==> src/rtl/uart_tx_ctrl.sv <==
// uart_tx_ctrl: parametrised UART transmitter.
// Accepts a word on a valid/ready handshake and serialises it onto the TX pin
// as start bit, DATA_W data bits (LSB first), optional even/odd parity bit and
// one or two stop bits. Each bit lasts CLKS_PER_BIT clock cycles. A one-cycle
// tx_done pulse marks the return to idle.
module uart_tx_ctrl #(
    parameter int DATA_W       = 8,
    parameter int CLKS_PER_BIT = 16,
    parameter int CNT_W        = $clog2(CLKS_PER_BIT)
) (
    input  logic              clk,
    input  logic              rst,
    input  logic [DATA_W-1:0] tx_data,
    input  logic              tx_valid,
    output logic              tx_ready,
    input  logic              par_en,
    input  logic              par_odd,
    input  logic              two_stop,
    output logic              tx,
    output logic              busy,
    output logic              tx_done
);

    // Bit index needs to reach DATA_W-1.
    localparam int IDX_W = $clog2(DATA_W);

    localparam logic [CNT_W-1:0] CNT_LAST = CNT_W'(CLKS_PER_BIT - 1);
    localparam logic [CNT_W-1:0] CNT_ONE  = CNT_W'(1);
    localparam logic [IDX_W-1:0] IDX_LAST = IDX_W'(DATA_W - 1);
    localparam logic [IDX_W-1:0] IDX_ONE  = IDX_W'(1);

    // Reject illegal configurations at elaboration time.
    generate
        if (DATA_W < 5 || DATA_W > 9) begin : g_bad_data_w
            $error("uart_tx_ctrl: DATA_W must be in 5..9");
        end
        if (CLKS_PER_BIT < 2) begin : g_bad_clks
            $error("uart_tx_ctrl: CLKS_PER_BIT must be at least 2");
        end
        if (CNT_W < $clog2(CLKS_PER_BIT)) begin : g_bad_cnt_w
            $error("uart_tx_ctrl: CNT_W too narrow for CLKS_PER_BIT");
        end
    endgenerate

    typedef enum logic [2:0] {
        S_IDLE   = 3'd0,
        S_START  = 3'd1,
        S_DATA   = 3'd2,
        S_PARITY = 3'd3,
        S_STOP1  = 3'd4,
        S_STOP2  = 3'd5
    } state_t;

    // Line value of the parity bit: XOR of the data bits, inverted for odd.
    function automatic logic parity_bit(input logic [DATA_W-1:0] data,
                                        input logic              odd);
        return (^data) ^ odd;
    endfunction

    state_t              state_q;
    logic [CNT_W-1:0]    cnt_q;
    logic [IDX_W-1:0]    idx_q;
    logic [DATA_W-1:0]   shift_q;
    logic                par_en_q;
    logic                par_bit_q;
    logic                two_stop_q;
    logic                tx_q;
    logic                tx_done_q;
    logic                bit_end;

    // Last cycle of the current serial bit.
    assign bit_end  = (cnt_q == CNT_LAST);

    // Handshake and status outputs follow the state register directly.
    assign tx_ready = (state_q == S_IDLE);
    assign busy     = ~tx_ready;
    assign tx       = tx_q;
    assign tx_done  = tx_done_q;

    // Frame sequencer: state, baud counter, shift register and registered line.
    // The line register is loaded with the value of the state being entered,
    // so the start bit appears on the same edge that accepts the word.
    always_ff @(posedge clk) begin
        if (rst) begin
            state_q    <= S_IDLE;
            cnt_q      <= '0;
            idx_q      <= '0;
            shift_q    <= '0;
            par_en_q   <= 1'b0;
            par_bit_q  <= 1'b0;
            two_stop_q <= 1'b0;
            tx_q       <= 1'b1;
            tx_done_q  <= 1'b0;
        end else begin
            tx_done_q <= 1'b0;
            case (state_q)
                S_IDLE: begin
                    cnt_q <= '0;
                    idx_q <= '0;
                    if (tx_valid) begin
                        shift_q    <= tx_data;
                        par_en_q   <= par_en;
                        par_bit_q  <= parity_bit(tx_data, par_odd);
                        two_stop_q <= two_stop;
                        tx_q       <= 1'b0;
                        state_q    <= S_START;
                    end else begin
                        tx_q <= 1'b1;
                    end
                end
                S_START: begin
                    if (bit_end) begin
                        cnt_q   <= '0;
                        idx_q   <= '0;
                        tx_q    <= shift_q[0];
                        state_q <= S_DATA;
                    end else begin
                        cnt_q <= cnt_q + CNT_ONE;
                    end
                end
                S_DATA: begin
                    if (bit_end) begin
                        cnt_q <= '0;
                        if (idx_q == IDX_LAST) begin
                            if (par_en_q) begin
                                tx_q    <= par_bit_q;
                                state_q <= S_PARITY;
                            end else begin
                                tx_q    <= 1'b1;
                                state_q <= S_STOP1;
                            end
                        end else begin
                            idx_q   <= idx_q + IDX_ONE;
                            shift_q <= {1'b0, shift_q[DATA_W-1:1]};
                            tx_q    <= shift_q[1];
                        end
                    end else begin
                        cnt_q <= cnt_q + CNT_ONE;
                    end
                end
                S_PARITY: begin
                    if (bit_end) begin
                        cnt_q   <= '0;
                        tx_q    <= 1'b1;
                        state_q <= S_STOP1;
                    end else begin
                        cnt_q <= cnt_q + CNT_ONE;
                    end
                end
                S_STOP1: begin
                    if (bit_end) begin
                        cnt_q <= '0;
                        tx_q  <= 1'b1;
                        if (two_stop_q) begin
                            state_q <= S_STOP2;
                        end else begin
                            state_q   <= S_IDLE;
                            tx_done_q <= 1'b1;
                        end
                    end else begin
                        cnt_q <= cnt_q + CNT_ONE;
                    end
                end
                S_STOP2: begin
                    if (bit_end) begin
                        cnt_q     <= '0;
                        tx_q      <= 1'b1;
                        state_q   <= S_IDLE;
                        tx_done_q <= 1'b1;
                    end else begin
                        cnt_q <= cnt_q + CNT_ONE;
                    end
                end
                default: begin
                    cnt_q   <= '0;
                    idx_q   <= '0;
                    tx_q    <= 1'b1;
                    state_q <= S_IDLE;
                end
            endcase
        end
    end

endmodule

==> config.mk <==
export PLATFORM = sky130hd
export DESIGN_NAME = uart_tx_ctrl
export DESIGN_NICKNAME = d
export VERILOG_FILES = /design/src/rtl/uart_tx_ctrl.sv
export SDC_FILE = /design/constraint.sdc
export NUM_CORES = 1
export LEC_CHECK = 0
export CAP_MARGIN = 15
export CORE_ASPECT_RATIO = 0.8
export CORE_MARGIN = 2
export CORE_UTILIZATION = 48
export CTS_CLUSTER_DIAMETER = 120
export CTS_CLUSTER_SIZE = 20
export DETAILED_ROUTE_END_ITERATION = 7
export HOLD_SLACK_MARGIN = 0.02
export PLACE_DENSITY = 0.78
export RECOVER_POWER = 100
export SLEW_MARGIN = 20
export SYNTH_ARGS = -nofsm -noshare
export SYNTH_HDL_FRONTEND = slang
export SYNTH_SLANG_ARGS = --single-unit
==> constraint.sdc <==
create_clock -name clk -period 1.8 [get_ports clk]
set_input_delay 0.36 -clock clk [delete_from_list [all_inputs] [get_ports clk]]
set_output_delay 0.36 -clock clk [all_outputs]
set_load 0.01 [all_outputs]
# After elaboration in Yosys (flattened, before gate mapping)
# Index checks and enable logic that the tools add are counted.
[word_totals] input_bits=14 out_inout_bits=4 word_cells=70 reg_bits=23
[op_classes] n_eq_ne=16 n_reduce_logical=11 bitwise=4 n_mux=28 n_addsub=2
[ops] op="3-bit 2-to-1 mux" count=11
[ops] op="8-bit 2-to-1 mux" count=3
[ops] op="3-bit case mux with 6 select lines" count=1
[ops] op="2-bit inequality test, second input constant" count=8
[ops] op="8-bit case mux with 2 select lines" count=1
[ops] op="3-bit equality test, second input constant" count=3
[ops] op="1-bit 2-to-1 mux" count=9
[ops] op="3-bit case mux with 3 select lines" count=1
[ops] op="4-bit AND reduction" count=2
[ops] op="8-bit XOR reduction" count=1
[ops] op="7-bit AND reduction" count=1
[ops] op="3-bit by 2-bit equality test with 1-bit output, second input constant" count=2
[ops] op="3-bit OR reduction" count=2
[ops] op="5-bit OR reduction" count=1
[ops] op="4-bit by 1-bit adder with 4-bit output, second input constant" count=1
[ops] op="4-bit equality test, second input constant" count=1
[ops] op="1-bit case mux with 4 select lines" count=1
[ops] op="3-bit by 1-bit adder with 3-bit output, second input constant" count=1
[ops] op="3-bit by 1-bit equality test with 1-bit output, second input constant" count=1
[ops] op="3-bit zero test" count=1
[ops] op="1-bit inverter" count=3
[ops] op="3-bit AND reduction" count=1
[ops] op="2-bit by 1-bit inequality test with 1-bit output, second input constant" count=1
[ops] op="1-bit case mux with 2 select lines" count=1
[ops] op="3 further kinds" count=3

# Longest topological paths before layout
[logic_depth] ltp_word=4 depth_mapped=7 depth_no_buf=6

# Worst setup path after synthesis
# OpenSTA, ideal clock, no wires.
[synth_timing] path_kind="register -> register" from="register idx_q[0]" to="register shift_q[4]" t_arrival_ns=1.646 setup_time_ns=0.079 slack_ns=0.074 stages_incl_launch_ff=8 n_path_buf=1 cell_sequence="dfxtp_1 -> ha_1 -> ha_1 -> or2b_1 -> a221oi_4 -> buf_6 -> nor2_1 -> a211oi_2"
[synth_via] elab_chain_cells=3
[synth_lines] element="from (decl)" line="62" text="logic [IDX_W-1:0] idx_q;"
[synth_lines] element="from (signal assigned)" line="133" text="idx_q <= idx_q + IDX_ONE;"
[synth_lines] element="3-bit equality test" line="124" text="if (idx_q == IDX_LAST) begin"
[synth_lines] element="2-bit inequality test (no line)"
[synth_lines] element="4-bit AND reduction (no line)"
[synth_lines] element="to (signal assigned)" line="101" text="shift_q <= tx_data;"
[synth_lines] element="to (signal assigned)" line="134" text="shift_q <= {1'b0, shift_q[DATA_W-1:1]};"
[synth_lines] element="to (decl)" line="63" text="logic [DATA_W-1:0] shift_q;"
# No other way between the ends.
# A chain may end at the register's enable or synchronous reset.

# Worst setup path after layout
[layout_timing] from="register idx_q[0]" to="register shift_q[0]"
# Same word-level chain as after synthesis.

==> flow_summary.toml <==
[clocking]
clock_tree_from_tritoncts = "yes"
htree_num_levels = 1
clock_sink_count = 23
clk_transition_reported_paths_ns = 0.13
clock_insertion_delay_worst_skew_ns = 0.34
root_buffer = "clkbuf_4"
cts-hold-fix-buffers = 0
cts.path.max_buffers = 2
cts-buffers-inserted = 3

[die]
floorplan.die_area_sq_mm = 0.00313
die_height_um = 50.5
rows = 16
die_x_um = 62.1
placeableCoreArea_sq_mm = 0.00250
initial_core_util_pct = 51.8
top_level_ports = 18

[placed_design]
place.detailed.hpwl_um = 1990
place_ws_ns = -0.0899
place_congestion = 0.815
io_buffer_count = 17

[worst_setup_path]
critical-path-max-stage-delay_ns = 0.35
path_max_fanout = 8
crit_chain = "ha_2 > ha_4 > or2b_1 > a221oi_4 > buf_12 > nor2_1 > a211oi_1"
timing.setup.critical_path_class = "reg2reg"
setup.worst_path.start_class = "register"
crit_path_end_kind = "register"
setup_slack_of_the_worst_register_to_register_path_ns = 0.06
required_ns = 2.06
critPathArrivalTime_ns = 2.00
slowest_cp_cell = "dfxtp_2"

[grt]
pin_count_of_the_biggest_net_entering_global_routing = 16
grt.total_usage_pct = 18.4
gr-total-overflow = 0
grt_pass1_wl_um = 4450
via_count_of_the_first_global_routing_pass = 1000
grt_antenna_before_repair = 0

[yosys]
post_synth_inst_count = 139
synthXorXnorAreaFrac_pct = 7.14
synth-edff-count = 0
synth.yosys.seq_area_share_pct = 35.5
synthesis.nets = 156
postSynth.asyncResetShare_pct = 0
synthDistinctLibCells = 39
ys_warn_count = 0
area_fraction_in_and_or_nand_and_nor_cells_after_synthesis_pct = 24.7
post_synth_mux_area_share_pct = 6.95
main_combinational_cell_family_by_area_after_synthesis = "simple AND/OR/NAND/NOR gates"
synth_fa_ha_area_share_pct = 2.90
ys_seq_elements = 23
post_synthesis_mean_instance_area_sq_um = 9.33
synth_area_sq_mm = 0.00130
synth_compound_gate_area_share_pct = 17.3
synth_flop_cell = "dfxtp_1"

[layout]
fin_util_pct = 66.2
layout_common_cells = "dfxtp_1 (21), clkdlybuf4s50_1 (15), nor2_1 (14), buf_4 (14)"
final_common_cell = "dfxtp_1"
post_route_cells_drive_above_1_share_pct = 21.9
antenna_cells = 0
area_growth_pct = 27.8
finalNetCount = 187
fillerInstances = 207

[routing]
drt-initial-drc-count = 64
drtAntennaViolNets = 0
count_of_tritonroute_iterations_in_the_first_routing_pass = 4
drc_violation_count_after_routing = 0
detailroute.via_count = 1100
route.detailed.vias_per_inst = 5.37
wire_length_reported_by_the_detailed_router_um = 2710
route.detailed.wl_per_inst_um = 13.2

[power_and_ir_drop]
pwr-share-comb_pct = 51.9
seqPwrFrac_pct = 35.5
worst_ir_drop_vdd_mv = 0.634
p_per_area_mw_per_mm2 = 1210
power.internal_mw = 1.27
power.static_leakage_nw = 0.619
clkPwrFrac_pct = 12.6
sw_frac_of_total_pct = 36.9
p_switching_mw = 0.738

[timing]
timing.setup.tns_ns = 0
tightest_slew_margin_relative_to_the_limit_pct = 74.5
setup_viol_count_final = 0
hold_violations = 0
final-max-slew-violation-count = 0
tightest_slew_ns = 0.380
layout_min_cycle_time_ns = 1.74
fin_ws_ns = 0.0608
final.period_utilization_pct = 96.6
finalClockSkew_ns = 0.0124
highest_achievable_clock_rate_ghz = 0.575

[min_path]
worst_hold_path_type = "reg2reg"

[job]
timing.max_cap.violations = 0

[run_status]
status = "completed"
## cell families after synthesis
group           count (synthesis)
simple gates                   55
fa+ha+maj                       3
mux                             9
compound gates                 30
xor+xnor                        9
flops                          23
buf+inv                        10
## layout make-up
cell class | count | area, sq um | share of cell area [%]
Clock inverter | 1 | 5.00 | 0.302
Sequential cell | 23 | 463 | 27.9
Clock buffer | 3 | 22.5 | 1.36
Tap cell | 36 | 45.0 | 2.72
Timing Repair Buffer | 33 | 310 | 18.7
Inverter | 3 | 11.3 | 0.680
Multi-Input combinational cell | 106 | 800 | 48.3
## what timing repair did
| action | CTS | global route |
|---|---|---|
| gates resized for setup | 5 | 10 |
| endpoints found under the setup margin | 2 | 11 |
| cloned | 0 | 1 |
| pin swaps | 0 | 5 |
| setup buffers | 0 | 1 |
## per-stage QoR
stage          power, mW  cell area, sq um  hold WS (ns)  std cells
2_1_floorplan       1.38              1300         0.418        139
3_3_place_gp        1.64              1570         0.432        199
3_5_place_dp        1.67              1570         0.445        199
4_1_cts             1.92              1600         0.463        203
5_1_grt             2.16              1660         0.490        205
6_report            2.00              1660         0.465        205
## cells in the mapped netlist (4+ instances only)
master / count / area, sq um
a211oi_1: 4 / 30.0
a21oi_1: 10 / 50.1
buf_6: 4 / 45.0
dfxtp_1: 23 / 460
mux2i_1: 9 / 90.1
nand2_1: 10 / 37.5
nand2b_1: 6 / 37.5
nand3_1: 5 / 25.0
nand3b_1: 4 / 30.0
nor2_1: 14 / 52.6
o21ai_0: 4 / 20.0
xor2_1: 5 / 43.8
## registers in the layout, summed over array words and instances, names as in the netlist
name / cells
two_stop_q: 1
idx_q: 3
tx: 1
par_en_q: 1
state_q: 3
shift_q: 8
par_bit_q: 1
tx_done: 1
cnt_q: 4
## power by group through the flow
stage,registers [mW],clock network [mW],logic [mW]
CTS,0.709,0.253,0.954
floorplan,0.718,0,0.657
detailed placement,0.716,0,0.957
finish,0.712,0.252,1.04
global route,0.730,0.286,1.14
global placement,0.715,0,0.928
## metal layers
metal	GRT usage [%]	vias to the layer above	part of all wire, %
met5	0	-	0
met4	7.78	0	2.6
met3	5.83	5	3.9
met2	29.2	18	42
met1	23.4	515	51
li1	-	562	-
## critical path, delay by kind of cell, from the launching register on
family                   cells  cell delay [ns]
adder cells (fa/ha/maj)      2             0.35
AO/OA/AOI/OAI                2             0.51
buffers and inverters        1             0.16
flip-flops                   1             0.35
AND/OR/NAND/NOR              2             0.29
## path summary, 6_finish.rpt
| kind | to | from | depth (start not counted) |
|---|---|---|---|
| max | shift_q[0] | idx_q[0] | 7 |
| min | cnt_q[0] | cnt_q[0] | 1 |
| max reg2reg | shift_q[0] | idx_q[0] | 7 |
| min reg2reg | cnt_q[0] | cnt_q[0] | 1 |
Power figures use the tool's default switching activity.
